===== src/rtl/proc_pkg.sv =====
// ----------------------------------------------------------------------------
// proc_pkg
// Shared types and constants for the processor data-port blocks.
//   dmc_state_t : data_mem_ctrl FSM state encoding
//   DATA_W      : processor data / RAM word width
//   WAIT_W      : width of the wait-state counter
// ----------------------------------------------------------------------------
package proc_pkg;

    localparam int DATA_W = 16;
    localparam int WAIT_W = 4;

    typedef enum logic [1:0] {
        IDLE   = 2'd0,
        ACCESS = 2'd1,
        WAIT   = 2'd2,
        DONE   = 2'd3
    } dmc_state_t;

    // True when the word address fits in an addrW-bit RAM (upper bits all zero).
    function automatic logic addrInRange(input logic [DATA_W-1:0] addr, input int addrW);
        return ((addr >> addrW) == '0);
    endfunction

endpackage


===== src/rtl/data_mem_ctrl.sv =====
// ----------------------------------------------------------------------------
// data_mem_ctrl
// Bridges the processor data port to a synchronous data RAM with a one-cycle
// registered read. One request is latched at a time, the RAM is driven from
// registers, WAIT_CYCLES wait states follow the RAM access, and DataDone tells
// the processor when the access has completed.
//
// Ports
//   Clock      in   system clock, all state on the rising edge
//   Reset      in   synchronous, active-high
//   DataAddr   in   [15:0] processor word address, sampled at accept
//   DataOut    in   [15:0] processor write data, sampled at accept
//   WriteData  in   write request (level)
//   ReadData   in   read request (level)
//   DataIn     out  [15:0] read data, valid while DataDone=1 after a read
//   DataDone   out  1 = idle or access complete, 0 = access in flight
//   mem_addr   out  [ADDR_W-1:0] RAM word address (registered)
//   mem_wdata  out  [15:0] RAM write data (registered)
//   mem_wren   out  RAM write enable, one cycle per in-range write
//   mem_rdata  in   [15:0] RAM read data, valid one edge after mem_addr
//   proto_err  out  sticky: RD+WR together or out-of-range address seen
// ----------------------------------------------------------------------------
module data_mem_ctrl
    import proc_pkg::*;
#(
    parameter int ADDR_W      = 12,
    parameter int WAIT_CYCLES = 1
) (
    input  logic              Clock,
    input  logic              Reset,
    input  logic [DATA_W-1:0] DataAddr,
    input  logic [DATA_W-1:0] DataOut,
    input  logic              WriteData,
    input  logic              ReadData,
    output logic [DATA_W-1:0] DataIn,
    output logic              DataDone,
    output logic [ADDR_W-1:0] mem_addr,
    output logic [DATA_W-1:0] mem_wdata,
    output logic              mem_wren,
    input  logic [DATA_W-1:0] mem_rdata,
    output logic              proto_err
);

    localparam logic [WAIT_W-1:0] WAIT_INIT = WAIT_W'(WAIT_CYCLES);

    dmc_state_t        state;
    logic [WAIT_W-1:0] waitCount;
    logic              opRead;      // latched op is a read (write wins on conflict)
    logic              opInRange;   // latched address was inside the RAM

    logic request;
    logic inRange;

    assign request = WriteData | ReadData;
    assign inRange = addrInRange(DataAddr, ADDR_W);

    always_ff @(posedge Clock) begin
        if (Reset) begin
            state     <= IDLE;
            waitCount <= '0;
            opRead    <= 1'b0;
            opInRange <= 1'b0;
            DataIn    <= '0;
            DataDone  <= 1'b1;
            mem_addr  <= '0;
            mem_wdata <= '0;
            mem_wren  <= 1'b0;
            proto_err <= 1'b0;
        end else begin
            case (state)
                IDLE, DONE: begin
                    if (request) begin
                        state     <= ACCESS;
                        DataDone  <= 1'b0;
                        mem_addr  <= DataAddr[ADDR_W-1:0];
                        mem_wdata <= DataOut;
                        // Out-of-range writes still run the full sequence but never touch the RAM.
                        mem_wren  <= WriteData & inRange;
                        opRead    <= ~WriteData;
                        opInRange <= inRange;
                        if ((WriteData & ReadData) | ~inRange) begin
                            proto_err <= 1'b1;
                        end
                    end else begin
                        state    <= IDLE;
                        DataDone <= 1'b1;
                    end
                end

                // RAM samples mem_addr (and commits the write) on the edge leaving ACCESS.
                ACCESS: begin
                    mem_wren  <= 1'b0;
                    waitCount <= WAIT_INIT;
                    state     <= WAIT;
                end

                WAIT: begin
                    if (waitCount != '0) begin
                        waitCount <= waitCount - 1'b1;
                    end else begin
                        if (opRead) begin
                            DataIn <= opInRange ? mem_rdata : '0;
                        end
                        state    <= DONE;
                        DataDone <= 1'b1;
                    end
                end

                default: begin
                    state    <= IDLE;
                    DataDone <= 1'b1;
                    mem_wren <= 1'b0;
                end
            endcase
        end
    end

endmodule


===== config.mk =====
export PLATFORM = sky130hd
export DESIGN_NAME = data_mem_ctrl
export DESIGN_NICKNAME = d
export VERILOG_FILES = /design/src/rtl/proc_pkg.sv /design/src/rtl/data_mem_ctrl.sv
export SDC_FILE = /design/constraint.sdc
export NUM_CORES = 1
export LEC_CHECK = 0
export CAP_MARGIN = 20
export CELL_PAD_IN_SITES_DETAIL_PLACEMENT = 0
export CELL_PAD_IN_SITES_GLOBAL_PLACEMENT = 1
export CORE_AREA = 4 4 90 92
export CTS_CLUSTER_SIZE = 40
export DETAILED_ROUTE_END_ITERATION = 8
export DIE_AREA = 0 0 94 96
export PLACE_DENSITY_LB_ADDON = 0.1
export SLEW_MARGIN = 20
export SYNTH_ARGS = -nofsm -noshare
export SYNTH_HDL_FRONTEND = slang
export SYNTH_SLANG_ARGS = --single-unit

===== constraint.sdc =====
create_clock -name Clock -period 3.02 [get_ports Clock]
set_input_delay 0.604 -clock Clock [delete_from_list [all_inputs] [get_ports Clock]]
set_output_delay 0.604 -clock Clock [all_outputs]
set_load 0.05 [all_outputs]

Word-level counts from Yosys, hierarchy flattened
Index checks and enable logic that the tools add are counted.
- register bits after elaboration: 55
- bits in latches: 0
- memory bits (writable): 0
- memory bits (read-only): 0
- input port bits: 52
- memories kept: 0
- add/subtract/negate cells: 1
- multiply operators: 0
- divide/modulo/power cells: 0
- $lt $le $gt $ge: 0
- equality and inequality tests: 6
- shift operators: 0
- muxes and demuxes: 11
- bitwise gates (word level): 7
- reductions and logical operators: 13
- operators by type and width (operator ; number):
    16-bit zero test ; 1
    16-bit two-way mux ; 1
    4-bit case mux with 2 select lines ; 1
    2-bit AND reduction ; 4
    2-bit != test (second input constant) ; 3
    2-bit case mux with 3 select lines ; 1
    3-bit AND reduction ; 2
    2-bit nonzero test ; 3
    2-bit equality test (second input constant) ; 2
    1-bit two-way mux ; 4
    4-bit two-way mux ; 1
    1-bit case mux with 2 select lines ; 2
    4-bit nonzero test ; 1
    4-bit by 1-bit subtractor with 4-bit output (second input constant) ; 1
    1-bit inverter ; 3
    1-bit AND ; 2
    2-bit by 1-bit equality test with 1-bit output (second input constant) ; 1
    2-bit zero test ; 1
    2-bit two-way mux ; 1
    1-bit bitwise OR ; 2
    2-bit OR reduction ; 1

Logic depth before layout (Yosys ltp)
Gate-level depths: netlist of run 1.
- depth in word-level cells: 4
- gate-level depth with buffers: 8

Worst setup path before layout of run 1
Ideal clock, no wire load.
- path type: flip-flop to flip-flop
- start point: register state[0]
- end point: register opInRange
- library setup time: 70 ps
- arrival: 1465 ps
- data required time: 2950 ps
- slack: 1484 ps
- stages on the path, launching flop included: 9
- buffers on the path: 3
- clock period less this slack: 1536 ps
- path through: dfxtp_1 -> inv_1 -> ha_1 -> buf_2 -> o21a_1 -> buf_2 -> buf_2 -> nand2_1 -> a21oi_1
- word-level cells in the longest chain between the ends: 3
- elaborated cells between the ends (all ways): 4
- ends and longest elaborated chain (item ; line ; text):
    start, declared ; data_mem_ctrl.sv:46 ; dmc_state_t state;
    start signal, assigned ; data_mem_ctrl.sv:59 ; state <= IDLE;
    start signal, assigned ; data_mem_ctrl.sv:73 ; state <= ACCESS;
    start signal, assigned ; data_mem_ctrl.sv:85 ; state <= IDLE;
    2-bit equality test / 2-bit zero test (equally long branches) ; data_mem_ctrl.sv:70 ; case (state)
    2-bit OR reduction * ; data_mem_ctrl.sv:70 ;
    2-bit AND reduction (no source line) * ; - ;
    end signal, assigned ; data_mem_ctrl.sv:80 ; opInRange <= inRange;
    end, declared ; data_mem_ctrl.sv:49 ; logic opInRange;
Every way passes the cells marked *; elsewhere a longest branch is shown, timed or not.
A chain may end at the register's enable or synchronous reset.

Worst setup path after layout of run 1
- start point: register proto_err
- end point: output proto_err
- RTL lines (item ; line ; text):
    start, declared ; data_mem_ctrl.sv:41 ; output logic proto_err
    start signal, assigned ; data_mem_ctrl.sv:68 ; proto_err <= 1'b0;
    start signal, assigned ; data_mem_ctrl.sv:82 ; proto_err <= 1'b1;
No word-level cell between the ends.

==> results of run 1 <==
-- cell type report --
type / instances / area (µm²) / area share, %
multi-input combinational: 180 / 961 / 28.7
inverter: 6 / 22.5 / 0.673
clock inverter: 2 / 35.0 / 1.05
sequential: 55 / 1100 / 32.9
tap: 99 / 124 / 3.70
timing repair buffer: 102 / 1020 / 30.5
clock buffer: 6 / 82.6 / 2.47
-- path summary, 6_finish.rpt --
check / endpoint / slack [ns] / cells after the start
setup reg to reg: DataIn[12] / 0.99 / 5
hold / removal: mem_wdata[7] / 0.46 / 2
setup / recovery: proto_err / 0.91 / 1
hold reg to reg: mem_wdata[7] / 0.46 / 2
-- layout by cell type, fill, tap and decap left out, types with 2 or more instances in the layout --
master,n
clkdlybuf4s50_1,97
nand2_1,59
dfxtp_1,55
a21oi_1,51
o21ai_0,19
nand4_1,16
inv_1,6
clkbuf_8,6
nor2_1,4
o21a_1,3
ha_1,3
buf_4,3
a211o_1,2
nand4b_1,2
a211oi_1,2
-- registers in the layout (all words and copies together) (netlist names) --
register / count
DataDone: 1
opInRange: 1
mem_wdata: 16
mem_addr: 12
state: 2
waitCount: 4
proto_err: 1
DataIn: 16
opRead: 1
mem_wren: 1
-- through the flow --
stage,worst slack (ns),power (mW),area [µm²],hold WS (ns),std cells
final,0.913,2.86,3340,0.458,450
after CTS,0.892,2.91,3340,0.462,450
after global routing,0.745,3.04,3340,0.480,450
after detailed placement,0.827,2.40,3230,0.449,442
after floorplan,1.48,1.91,2170,0.446,264
after global placement,0.886,2.40,3230,0.440,442
-- per-layer routing --
| metal | global-route usage (%) | part of all wire, % |
|---|---|---|
| met1 | 16.6 | 44 |
| met2 | 21.5 | 46 |
| met3 | 5.71 | 8.6 |
| met4 | 3.97 | 1.1 |
| met5 | 0 | 0 |
-- cells by family after synthesis --
group,share of synthesized area (%)
adder cells (fa/ha/maj),1.73
AO/OA/AOI/OAI,21.2
AND/OR/NAND/NOR,20.6
flip-flops,50.8
buffers and inverters,5.66
-- power groups by stage --
stage	combinational (mW)	clock [mW]	sequential (mW)
6_report	1.38	0.499	0.978
5_1_grt	1.49	0.552	1.00
4_1_cts	1.41	0.524	0.978
3_5_place_dp	1.40	0	0.994
3_3_place_gp	1.40	0	0.995
2_1_floorplan	0.521	0	1.39
==> out/qor.yml, run 1 <==
clocking:
  cts_buffer_depth: 2
  post_cts_buffers: 0
  cts.clk_slew.worst_paths_ns: 0.09
  cts_tree: "built"
  numCtsBuffers: 5
  cts_sinks: 55
  clock-root-buffer: "clkbuf_8"
  htree_levels: 2
  post_cts_resized: 0
  clk_latency_ns: 0.30
  holdBufCountCts: 0
floorplan:
  die_w_um: 94
  die_h_um: 96
  pin_count: 99
  initial_utilization_pct: 30.0
  die_area_mm2: 0.00902
  core_mm2: 0.00721
  num_rows: 31
sta:
  maxSlewHeadroom_pct: 46.9
  fin_crit_ns: 2.11
  skew_ns: 0.00823
  final.setup.tns_ns: 0
  tightest_slew_ns: 0.797
  finalHoldViolCount: 0
  maxSlewViolCount: 0
  rsz0062_at_grt: "false"
  setup_viol: 0
  post-route-period-util_pct: 69.8
  max_freq_mhz: 475
synth:
  syn-num-nets: 319
  async_flop_share_pct: 0
  synth_edf_count: 0
  netlist.area_leader.share_pct: 50.8
  syn_avg_cell_area_um2: 8.20
  synthCells: 264
  yosysWarnings: 0
  synth-seq-cells: 55
  syn_area_mm2: 0.00217
  synth_common_cells: "59 x nand2_1, 55 x dfxtp_1, 51 x a21oi_1"
  synth_seq_area_share_pct: 50.8
  synth_area_leaders: "dfxtp_1 51%, a21oi_1 12%, nand2_1 10%"
  yosys.area.top_type: "dfxtp_1"
  yosysUniqueCellTypes: 35
  synth-main-ff-cell: "dfxtp_1"
  yosys.cell_count.top_type: "nand2_1"
pwr:
  power_density_mw_per_mm2: 855
  pwr-share-clk_pct: 17.5
  swShare_pct: 43.2
  cellLeakagePower_nw: 1.18
  seq_power_share_pct: 34.2
  switching_power_mw: 1.24
  p_int_mw: 1.63
  p_comb_share_pct: 48.4
  peakVddDrop_mv: 0.364
critical_path:
  startpoint_type: "flop"
  crit_type: "flop to output pin"
  arrival_ns: 1.50
  cp.required_ns: 2.42
  cp_top_family: "buffers and inverters"
  path_max_fanout: 3
  cp_slowest_stage_delay_ns: 0.85
  cp_cell_sequence: "clkdlybuf4s50_1"
  cp_num_buf_inv: 1
  slowest_stage: "clkdlybuf4s50_1"
  end_kind: "output pin"
  setup.worst_path.start: "proto_err"
  r2r-start: "state[0]"
global_routing:
  grt_pass1_wl_um: 9660
  antenna_found_initial: 0
  overflow: 0
  track_usage_pct: 13.5
  grt_max_degree: 42
  grt_pass1_vias: 2014
layout:
  nets: 405
  syn2layout_area_growth_pct: 54.4
  fillCellCount: 749
  layout-drive-gt1-share_pct: 4.56
  n_antenna_cell: 0
  final_core_util_pct: 46.4
detailed_routing:
  ant_nets: 0
  route.detailed.drc: 0
  routed_wl_um: 6190
  drt_first_pass_iters: 4
  vias_per_cell: 4.74
  drt_iter0_drc: 56
  vias: 2133
  wl_per_cell_um: 13.8
placement:
  io_buffer_count: 98
  dpl.hpwl_um: 4310
  gp_congestion: 0.683
outcome:
  status: "finished, final reports clean"
worst_hold_path:
  worstHoldStart: "mem_wdata[7]"
  hold_class: "flop to flop"
job:
  cap_violations: 0
(Power assumes the default switching activity.)
==> inputs of run 2 (changes only) <==
CORE_AREA = 4 4 92 94   (was 4 4 90 92)
DIE_AREA = 0 0 96 98   (was 0 0 94 96)
clock period = 2.1 ns   (was 3.02 ns; I/O delays follow)
==> out/qor.yml, run 2 (synthesis gave the netlist of run 1 again) <==
global_routing:
  overflow: 0  # unchanged
  grt_max_degree: 31  # was 42
  grt_pass1_wl_um: 10300  # was 9660 µm
  track_usage_pct: 13.6  # was 13.5%
  grt_pass1_vias: 2002  # was 2014
  antenna_found_initial: 0  # unchanged
layout:
  syn2layout_area_growth_pct: 57.1  # was 54.4%
  nets: 413  # was 405
  n_antenna_cell: 0  # unchanged
  layout-drive-gt1-share_pct: 6.41  # was 4.56%
  final_core_util_pct: 44.5  # was 46.4%
  final_common_cell: "clkdlybuf4s50_1"  # unchanged
  final_cell_mix: "97 x clkdlybuf4s50_1, 59 x nand2_1, 55 x dfxtp_1"  # unchanged
  final_area_mm2: 0.00340  # was 0.00334 mm²
  reg_top3: "DataIn (16), mem_wdata (16), mem_addr (12)"  # unchanged
pwr:
  power_density_mw_per_mm2: 1210  # was 855 mW/mm²
  switching_power_mw: 1.80  # was 1.24 mW
  p_comb_share_pct: 51.1  # was 48.4%
  peakVddDrop_mv: 0.527  # was 0.364 mV
  cellLeakagePower_nw: 1.21  # was 1.18 nW
  pwr-share-clk_pct: 15.5  # was 17.5%
  finalPower_mw: 4.11  # was 2.86 mW
  seq_power_share_pct: 33.4  # was 34.2%
  p_int_mw: 2.31  # was 1.63 mW
  swShare_pct: 43.8  # was 43.2%
placement:
  io_buffer_count: 98  # unchanged
  place_area_mm2: 0.00330  # was 0.00323 mm²
  dpl.hpwl_um: 4440  # was 4310 µm
  gp_congestion: 0.733  # was 0.683
worst_hold_path:
  hold_class: "flop to flop"  # unchanged
  worstHoldStart: "mem_wdata[13]"  # was mem_wdata[7]
job:
  cap_violations: 0  # unchanged
clocking:
  cts.clk_slew.worst_paths_ns: 0.09  # about the same
  clock-root-buffer: "clkbuf_8"  # unchanged
  cts_sinks: 55  # unchanged
  clk_latency_ns: 0.30  # about the same
  holdBufCountCts: 0  # unchanged
  numCtsBuffers: 5  # unchanged
  cts_tree: "built"  # unchanged
  htree_levels: 2  # unchanged
  cts_buffer_depth: 2  # unchanged
  post_cts_buffers: 0  # unchanged
  post_cts_resized: 0  # unchanged
detailed_routing:
  route.detailed.drc: 0  # unchanged
  drt_first_pass_iters: 4  # unchanged
  ant_nets: 0  # unchanged
  routed_wl_um: 6400  # was 6190 µm
  wl_per_cell_um: 13.9  # was 13.8 µm
  vias_per_cell: 4.68  # was 4.74
  vias: 2158  # was 2133
  drt_iter0_drc: 68  # was 56
critical_path:
  setup.worst_path.start: "proto_err"  # unchanged
  cp.required_ns: 1.68  # was 2.42 ns
  cp_slowest_stage_delay_ns: 0.83  # was 0.85 ns
  startpoint_type: "flop"  # unchanged
  cp_num_buf_inv: 1  # unchanged
  arrival_ns: 1.50  # about the same
  cp_cell_sequence: "clkdlybuf4s50_1"  # unchanged
  crit_type: "flop to output pin"  # unchanged
  r2r-start: "waitCount[0]"  # was state[0]
  end_kind: "output pin"  # unchanged
  cp_top_family: "buffers and inverters"  # unchanged
  r2r_setup_slack_ns: 0.42  # was 0.99 ns
  path_max_fanout: 3  # unchanged
  slowest_stage: "clkdlybuf4s50_1"  # unchanged
sta:
  maxSlewHeadroom_pct: 60.6  # was 46.9%
  tightest_slew_ns: 0.591  # was 0.797 ns
  max_freq_mhz: 520
  rsz0062_at_grt: "false"  # unchanged
  final.setup.tns_ns: 0  # unchanged
  finalHoldViolCount: 0  # unchanged
  skew_ns: 0.00958  # was 0.00823 ns
  post-route-period-util_pct: 91.6
  maxSlewViolCount: 0  # unchanged
  fin_crit_ns: 1.92
  setup_viol: 0  # unchanged
outcome:
  status: "finished, final reports clean"  # unchanged
floorplan:
  die_h_um: 98  # was 96 µm
  initial_utilization_pct: 28.3  # was 30.0%
  core_mm2: 0.00765  # was 0.00721 mm²
  die_w_um: 96  # was 94 µm
  num_rows: 32  # was 31
  pin_count: 99  # unchanged
  die_area_mm2: 0.00941  # was 0.00902 mm²
[run 2: layout make-up]
| cell class | instances | area [µm²] |
|---|---|---|
| multi-input combinational | 180 | 961 |
| inverter | 6 | 22.5 |
| timing repair buffer | 110 | 1090 |
| sequential | 55 | 1100 |
| clock buffer | 8 | 100 |
| tap | 102 | 128 |
| fill | 790 | 4240 |
[run 2: power by group through the flow]
| stage | Clock [mW] | Sequential [mW] | Combinational, mW |
|---|---|---|---|
| floorplan | 0 | 2.00 | 0.750 |
| global placement | 0 | 1.40 | 2.14 |
| detailed placement | 0 | 1.40 | 2.13 |
| CTS | 0.678 | 1.38 | 2.14 |
| global route | 0.711 | 1.40 | 2.27 |
| finish | 0.638 | 1.37 | 2.10 |
[run 2: worst paths after layout]
check,endpoint,depth (start not counted)
worst max-delay path,proto_err,1
worst min-delay path,mem_wdata[13],2
worst max register to register,state[0],5
worst min register to register,mem_wdata[13],2
[run 2: through the flow]
step	hold slack (ns)	setup slack, ns	cells
floorplan	0.446	0.564	264
global placement	0.441	0.400	453
detailed placement	0.446	0.359	453
CTS	0.461	0.150	461
global route	0.475	0.125	461
finish	0.458	0.177	461
[run 2: per-layer routing]
metal  up-vias  share of wire [%]  global-route usage, %
met4         0                1.2                   3.94
met2        68                 46                   21.4
met5         -                  0                      0
li1       1101                  -                      -
met1       982                 45                   17.8
met3         7                7.5                   4.39
